--- src/rtl/charge_controller.sv ---
// Main FSM of the coin-operated phone charger: accumulates coins, converts
// money into charge seconds, counts them down and holds a completion state.
module charge_controller #(
  parameter int TICK_DIV     = 100000000,
  parameter int SEC_PER_UNIT = 10,
  parameter int MAX_MONEY    = 20,
  parameter int IDLE_TIMEOUT = 10,
  parameter int DONE_HOLD    = 3
) (
  input  logic       clk,
  input  logic       rst,
  input  logic       power,
  input  logic       coin1,
  input  logic       coin10,
  input  logic       confirm,
  input  logic       cancel,
  output logic [2:0] state,
  output logic [4:0] money,
  output logic [7:0] remain,
  output logic       reject,
  output logic       refund,
  output logic [4:0] refund_amt
);
  localparam int TICK_W = (TICK_DIV > 1) ? $clog2(TICK_DIV) : 1;
  localparam int SEC_W  = $clog2(IDLE_TIMEOUT + DONE_HOLD + 1);

  typedef enum logic [2:0] {
    ST_OFF      = 3'd0,
    ST_READY    = 3'd1,
    ST_INPUT    = 3'd2,
    ST_CHARGING = 3'd3,
    ST_DONE     = 3'd4
  } state_t;

  state_t              r_state;
  logic [TICK_W-1:0]   r_tick_cnt;
  logic [SEC_W-1:0]    r_sec_cnt;
  logic [4:0]          r_money;
  logic [7:0]          r_remain;
  logic                r_reject;
  logic                r_refund;
  logic [4:0]          r_refund_amt;

  logic                w_tick;
  logic                w_coin;
  logic [5:0]          w_coin_val;
  logic [5:0]          w_sum;
  logic                w_fits;
  logic [SEC_W-1:0]    w_sec_next;

  assign w_tick     = (r_tick_cnt == TICK_W'(TICK_DIV - 1));
  assign w_coin     = coin1 | coin10;
  assign w_coin_val = (coin10 ? 6'd10 : 6'd0) + {5'd0, coin1};
  assign w_sum      = {1'b0, r_money} + w_coin_val;
  assign w_fits     = (w_sum <= 6'(MAX_MONEY));
  assign w_sec_next = r_sec_cnt + SEC_W'(1);

  // FSM with money, countdown, time base and one-cycle pulses; every state
  // change restarts the time base so the first tick is TICK_DIV cycles later.
  always_ff @(posedge clk) begin
    if (rst) begin
      r_state      <= ST_OFF;
      r_tick_cnt   <= TICK_W'(0);
      r_sec_cnt    <= SEC_W'(0);
      r_money      <= 5'd0;
      r_remain     <= 8'd0;
      r_reject     <= 1'b0;
      r_refund     <= 1'b0;
      r_refund_amt <= 5'd0;
    end else begin
      r_reject     <= 1'b0;
      r_refund     <= 1'b0;
      r_refund_amt <= 5'd0;
      r_tick_cnt   <= w_tick ? TICK_W'(0) : r_tick_cnt + TICK_W'(1);
      r_sec_cnt    <= w_tick ? w_sec_next : r_sec_cnt;
      if (!power) begin
        r_state    <= ST_OFF;
        r_money    <= 5'd0;
        r_remain   <= 8'd0;
        r_reject   <= w_coin;
        r_tick_cnt <= TICK_W'(0);
        r_sec_cnt  <= SEC_W'(0);
      end else begin
        case (r_state)
          ST_OFF: begin
            r_reject   <= w_coin;
            r_state    <= ST_READY;
            r_tick_cnt <= TICK_W'(0);
            r_sec_cnt  <= SEC_W'(0);
          end
          ST_READY: begin
            if (w_coin) begin
              r_state    <= ST_INPUT;
              r_money    <= w_fits ? w_sum[4:0] : 5'(MAX_MONEY);
              r_tick_cnt <= TICK_W'(0);
              r_sec_cnt  <= SEC_W'(0);
            end
          end
          ST_INPUT: begin
            if (cancel) begin
              r_reject     <= w_coin;
              r_refund     <= 1'b1;
              r_refund_amt <= r_money;
              r_money      <= 5'd0;
              r_state      <= ST_READY;
              r_tick_cnt   <= TICK_W'(0);
              r_sec_cnt    <= SEC_W'(0);
            end else if (confirm) begin
              r_reject   <= w_coin;
              r_remain   <= 8'(r_money) * 8'(SEC_PER_UNIT);
              r_state    <= ST_CHARGING;
              r_tick_cnt <= TICK_W'(0);
              r_sec_cnt  <= SEC_W'(0);
            end else if (w_coin && w_fits) begin
              // accepted coin re-arms the idle timeout from scratch
              r_money    <= w_sum[4:0];
              r_tick_cnt <= TICK_W'(0);
              r_sec_cnt  <= SEC_W'(0);
            end else begin
              r_reject <= w_coin;
              if (w_tick && (w_sec_next >= SEC_W'(IDLE_TIMEOUT))) begin
                r_refund     <= 1'b1;
                r_refund_amt <= r_money;
                r_money      <= 5'd0;
                r_state      <= ST_READY;
                r_tick_cnt   <= TICK_W'(0);
                r_sec_cnt    <= SEC_W'(0);
              end
            end
          end
          ST_CHARGING: begin
            r_reject <= w_coin;
            if (cancel || (w_tick && (r_remain <= 8'd1))) begin
              r_remain   <= 8'd0;
              r_money    <= 5'd0;
              r_state    <= ST_DONE;
              r_tick_cnt <= TICK_W'(0);
              r_sec_cnt  <= SEC_W'(0);
            end else if (w_tick) begin
              r_remain <= r_remain - 8'd1;
            end
          end
          ST_DONE: begin
            r_reject <= w_coin;
            if (w_tick && (w_sec_next >= SEC_W'(DONE_HOLD))) begin
              r_state    <= ST_READY;
              r_tick_cnt <= TICK_W'(0);
              r_sec_cnt  <= SEC_W'(0);
            end
          end
          default: begin
            r_state    <= ST_OFF;
            r_money    <= 5'd0;
            r_remain   <= 8'd0;
            r_tick_cnt <= TICK_W'(0);
            r_sec_cnt  <= SEC_W'(0);
          end
        endcase
      end
    end
  end

  assign state      = r_state;
  assign money      = r_money;
  assign remain     = r_remain;
  assign reject     = r_reject;
  assign refund     = r_refund;
  assign refund_amt = r_refund_amt;
endmodule

--- config.mk ---
export PLATFORM = sky130hd
export DESIGN_NAME = charge_controller
export DESIGN_NICKNAME = d
export VERILOG_FILES = /design/src/rtl/charge_controller.sv
export SDC_FILE = /design/constraint.sdc
export NUM_CORES = 1
export LEC_CHECK = 0
export BUFFER_PORTS_ARGS = -buffer_cell sky130_fd_sc_hd__buf_4
export CORE_ASPECT_RATIO = 0.9
export CORE_MARGIN = 2
export CORE_UTILIZATION = 55
export DETAILED_ROUTE_END_ITERATION = 10
export PLACE_DENSITY_LB_ADDON = 0.15
export SLEW_MARGIN = 20
export SYNTH_ARGS = -nofsm -noshare
export SYNTH_HDL_FRONTEND = slang
export SYNTH_SLANG_ARGS = --single-unit
--- constraint.sdc ---
create_clock -name clk -period 3.3 [get_ports clk]
set_input_delay 0.495 -clock clk [delete_from_list [all_inputs] [get_ports clk]]
set_output_delay 0.495 -clock clk [all_outputs]
set_load 0.005 [all_outputs]
## After elaboration in Yosys (flattened, before gate mapping)

Cells that the tools add are included.

- Word-level logic and storage cells: 105
- Input bits: 7
- Output and inout port bits: 23
- Register bits after elaboration: 54

- Eq/ne operators: 15
- $add $sub $neg: 5
- Reduce and logical (&&, ||, !) cells: 14
- Multiply operators: 1
- Bitwise operators: 5
- Multiplexer cells: 53
- $lt $le $gt $ge: 4

Operators by type and width:

| operator | count |
|---|---|
| $mux 27 | 8 |
| $pmux 27 s4 | 1 |
| $mux 5 | 11 |
| $mux 4 | 9 |
| $mux 8 | 4 |
| $add 27x1->27 const B | 1 |
| $eq 27x27->1 const B | 1 |
| $pmux 8 s3 | 1 |
| $mux 3 | 7 |
| $pmux 5 s4 | 1 |
| $pmux 4 s4 | 1 |
| $pmux 3 s5 | 1 |
| $ne 4x4->1 const B | 3 |
| $ne 2x2->1 const B | 5 |
| $reduce_and 5->1 | 2 |
| $reduce_or 3->1 | 3 |
| $le 8x1->1 const B | 1 |
| $mux 1 | 8 |
| $sub 8x1->8 const B | 1 |
| $mul 5x3->7 const B | 1 |
| $add 5x5->6 | 1 |
| $eq 3x2->1 const B | 2 |
| $le 6x5->1 const B | 1 |
| $ne 3x3->1 const B | 2 |
| 14 further kinds | 21 |

## Logic depth before layout (Yosys ltp)

- Depth after elaboration: 10
- Gate-level depth with buffers: 9
- Depth with buffers taken out: 8

## Worst setup path before layout

Ideal clock, no wire load.

- Kind: input to register
- Start point: input coin1
- End point: register r_money[4] (netlist: money[4])
- Setup time: 0.122 ns
- Required time: 3.178 ns
- Path buffers: 1
- Stages on the path: 9
- Arrival: 2.704 ns
- Setup slack: 0.474 ns
- Cell sequence: ha_1 -> fa_1 -> or2_2 -> a222oi_1 -> o221a_2 -> a21oi_1 -> a211o_1 -> buf_2 -> mux2i_1

- Word-level cells in the longest chain between the ends: 8
- Elaborated cells between the ends (all ways): 14
- Those cells by class: add/sub: 2; order compare: 1; eq/ne: 2; mux: 6; bitwise: 1; reduce/logical: 2

RTL lines:

| what | line | text |
|---|---|---|
| start, declared | 13 | `input logic coin1,` |
| $add 4x1->5 | 53 | `assign w_coin_val = (coin10 ? 6'd10 : 6'd0) + {5'd0, coin1};` |
| $add 5x5->6 | 54 | `assign w_sum = {1'b0, r_money} + w_coin_val;` |
| $le 6x5->1 | 55 | `assign w_fits = (w_sum <= 6'(MAX_MONEY));` |
| $logic_and 1x1->1 | 114 | `end else if (w_coin && w_fits) begin` |
| $mux 5 | 114 |  |
| $mux 5 | 108 | `end else if (confirm) begin` |
| $mux 5 | 100 | `if (cancel) begin` |
| $pmux 5 s4 | 84 | `case (r_state)` |
| end signal, assigned | 94 | `r_money <= w_fits ? w_sum[4:0] : 5'(MAX_MONEY);` |
| end signal, assigned | 116 | `r_money <= w_sum[4:0];` |
| end, declared | 38 | `logic [4:0] r_money;` |

Parallel ways exist; a longest one is shown, timed or not. The select of a mux whose other input is x is not followed.
A chain may end at the register's enable or synchronous reset.

## Worst setup path after layout

- Start point: register r_money[0] (netlist: money[0])
- End point: register r_money[0] (netlist: money[0])

- Word-level cells in the longest chain between the ends: 7
- Elaborated cells between the ends (all ways): 11
- Those cells by class: add/sub: 1; order compare: 1; eq/ne: 1; mux: 6; reduce/logical: 2

RTL lines:

| what | line |
|---|---|
| $add 5x5->6 * | 54 |
| $le 6x5->1 | 55 |
| $logic_and 1x1->1 | 114 |
| $mux 5 | 114 |
| $mux 5 | 108 |
| $mux 5 | 100 |
| $pmux 5 s4 | 84 |

Mark *: on every way between the ends. The rest lies on a longest branch, timed or not. The select of a mux whose other input is x is not followed.

==> impl_results.md <==
- Run status: complete, no violations
- Setup TNS: 0 ps
- Largest vdd supply drop: 177 uV
- Drt wl/cell: 14.7 um
- Root buf cell: clkbuf_8
- Buf/Inv on CP: 0
- Cell with the largest stage delay on the worst path: a222oi_1
- Number of global-route vias before repair: 2500
- Tot GR Track Use: 0.235
- Routed vias/inst: 5.91
- Number of enable flip-flop cells after synthesis: 0
- GR peak layer: met2
- CP cell instances: ha_1, fa_1, or2_2, a222oi_1, o221a_2, a21oi_1, a211o_1, mux2i_1
- RSZ-0062 raised after global routing: no
- Count of cell instances traversed by the critical path: 8
- Cell depth of the worst min-delay path: 2
- Depth of the worst register-to-register path: 8
- Number of H-tree branching levels: 2
- GR Layer Usage met2: 0.358
- Cell leakage power: 1.29 nW
- Share of cells above drive strength 1: 0.136
- Total count of max-transition violations in the final report: 0
- Worst Setup End Kind: register
- Internal Dissipation: 0.910 mW
- Cell count after placement: 462
- Met1 track utilization from global routing: 0.338
- Clock buffer count from CTS: 5
- Total of cells resized after clock tree synthesis: 0
- Half-perimeter wire length of the detailed placement result: 5320 um
- Synth async-reset ratio: 0
- Minimum clock period: 2800 ps
- Prevailing post-synth register cell: dfxtp_1
- Die Area: 6250 um2
- Growth of design area from synthesis to finish: 13.9%
- Fill count: 477
- I/O pins: 30
- Cell Area, Synth: 3100 um2
- Total length of routed wires: 6910 um
- Total net switching power: 0.263 mW
- Violation count after the first detailed-route iteration: 161
- Startpoint class of the critical path: register
- Wire length of the first global-routing pass: 11900 um
- PnR worst setup slack: 501 ps
- Horiz. Die Dim: 83.1 um
- Setup Buffers After CTS: 0
- Largest stage delay on the critical path: 460 ps
- Standard-cell row count: 25
- Switching power as a share of total power: 0.224
- Number of max-capacitance violations reported: 0
- Total of warnings raised by yosys: 0
- Non-Filler Instances: 470
- Core Util, Final: 0.660
- Fraction of power consumed by the clock network: 0.381
- Skew-Pair Late Insertion Delay: 310 ps
- Classification of the worst-slack hold path: input pin to register
- Initial core utilization: 0.579
- Pin count of the biggest net entering global routing: 27
- Placeable Area: 5350 um2
- Crit path arrival time: 3000 ps
- Comb power frac: 0.058
- Tcrit/Tclk final: 0.848
- Number of antenna violations at the first check in global routing: 0
- Post-placement setup slack: 206 ps
- Cell count after synthesis: 370
- Total of flip-flops plus latches after synthesis: 54
- Number of nets in the synthesized netlist: 394
- Most used cells in the layout excluding fill and tap cells: dfxtp_1 (54), nor2_1 (50), buf_4 (36)
- Required time at the endpoint of the critical path: 3500 ps
- Maximum buffer depth of the clock tree: 2
- Category of the most critical setup path: register to register
- Share of the yosys chip area belonging to registers: 0.349
- Largest delay share family, worst path: compound AO/OA/AOI/OAI gates
- DRC: 0
- # nets final: 426
- Average instance area after synthesis: 8.37 um2
- Sequential cell fraction of total power: 0.561
- Final hold viol count: 0
- Clock sink count: 54
- Count of cell types in the netlist: 59
- Met3 global-route usage: 0.0461
- Maximum clock rate: 0.357 GHz
- Clock Skew: 5.13 ps
- Die Y-Extent: 75.2 um
- Overflow left after global routing: 0
- Setup violations, final: 0
- Pwr dens: 332 nW/um2
- Final antenna diode count: 0
- First-pass iteration count of the detailed router: 5
- Clock-pin slew reported for the worst setup and hold paths after clock tree synthesis: 100 ps
- Maximum fanout encountered on the critical timing path: 5
- Leading cell type in the layout, fill and taps excluded: dfxtp_1
- Actual transition at the worst max-transition pin: 1070 ps
- Fin area: 3530 um2
- Normalized max-slew margin: 0.284
- Count of vias placed by the detailed router: 2776
- RePlAce Congestion: 0.867
- # port buffers: 29
- Area after DPL: 3420 um2
- CTS tree: done
- Number of nets with antenna violations after routing: 0
- Number of buffers added to fix hold violations after cts: 0
synth_stat cells (2+ instances only):
cell type / count / area [um2]
o22ai_1: 2 / 12.5
nor4b_1: 2 / 17.5
or2_2: 3 / 18.8
inv_1: 19 / 71.3
a211oi_1: 5 / 37.5
a22o_1: 6 / 52.6
fa_1: 2 / 40.0
dfxtp_1: 54 / 1080
nand4_1: 7 / 43.8
ha_1: 15 / 188
xor2_1: 13 / 114
and2_1: 2 / 12.5
a32oi_1: 2 / 17.5
nor3_1: 15 / 75.1
a31oi_1: 6 / 37.5
a311oi_1: 3 / 26.3
a21o_1: 2 / 15.0
buf_2: 6 / 30.0
a32o_1: 2 / 20.0
clkbuf_1: 6 / 22.5
nor2_1: 50 / 188
nand2b_1: 5 / 31.3
o21ai_0: 9 / 45.0
mux2i_1: 7 / 70.1
nand3b_1: 3 / 22.5
o31ai_1: 3 / 22.5
xnor2_1: 20 / 175
a22oi_1: 2 / 15.0
and3_1: 3 / 18.8
nand3_1: 15 / 75.1
a21oi_1: 11 / 55.1
nor2b_1: 5 / 31.3
or3_1: 5 / 31.3
o211ai_1: 2 / 15.0
nand2_1: 27 / 101
or3_4: 2 / 22.5
nor4_1: 7 / 43.8
layout make-up:
class / instances / area [um2] / share of cell area
inverters: 20 / 75.1 / 0.0213
flip-flops and latches: 54 / 1080 / 0.306
clock inverters: 2 / 37.5 / 0.0106
repair buffers: 37 / 290 / 0.0823
clock buffers: 6 / 72.6 / 0.0206
multi-input cells: 284 / 1890 / 0.535
well taps: 67 / 83.8 / 0.0238
metal layers:
metal,wire [um],share of wire,vias up
met5,0,0,-
met4,108,0.016,0
met3,376,0.054,11
met2,2960,0.43,75
met1,3470,0.50,1291
li1,-,-,1399
cell families after synthesis:
| kind of cell | Yosys count | share of synthesized area |
|---|---|---|
| AOI/OAI and AO/OA | 71 | 0.166 |
| DFF | 54 | 0.349 |
| muxes | 7 | 0.0226 |
| xor gates and xnor gates | 33 | 0.0933 |
| adders and majority gates | 17 | 0.0735 |
| and+or+nand+nor | 156 | 0.254 |
| buffers and inverters | 32 | 0.0412 |
registers in the layout, indices dropped and copies added (netlist names):
| signal | flops |
|---|---|
| r_tick_cnt | 27 |
| remain | 8 |
| money | 5 |
| refund_amt | 5 |
| r_sec_cnt | 4 |
| state | 3 |
| refund | 1 |
| reject | 1 |
worst paths after layout:
check,from,endpoint,slack (ps)
max reg2reg,money[0],money[0],500
min,rst,reject,380
min reg2reg,r_tick_cnt[0],r_tick_cnt[0],470
max,money[0],money[0],500
per-stage QoR:
step	power, mW	hold slack, ps
after floorplan	0.714	430
after global placement	0.739	439
after detailed placement	0.740	453
after CTS	1.18	377
after global routing	1.22	379
final	1.17	384
worst register-to-register path: stages (launching register included):
cell	delay, ps
dfxtp_1	360
ha_1	210
fa_1	440
or2_2	310
a222oi_1	460
o221a_2	300
a21oi_1	50
a211o_1	420
mux2i_1	160
power by group through the flow:
stage / registers, mW / clock network [mW] / logic [mW]
floorplan: 0.670 / 0 / 0.0442
global placement: 0.673 / 0 / 0.0667
detailed placement: 0.673 / 0 / 0.0673
CTS: 0.657 / 0.454 / 0.0678
global route: 0.658 / 0.482 / 0.0757
finish: 0.658 / 0.447 / 0.0684
Power figures use the tool's default switching activity.
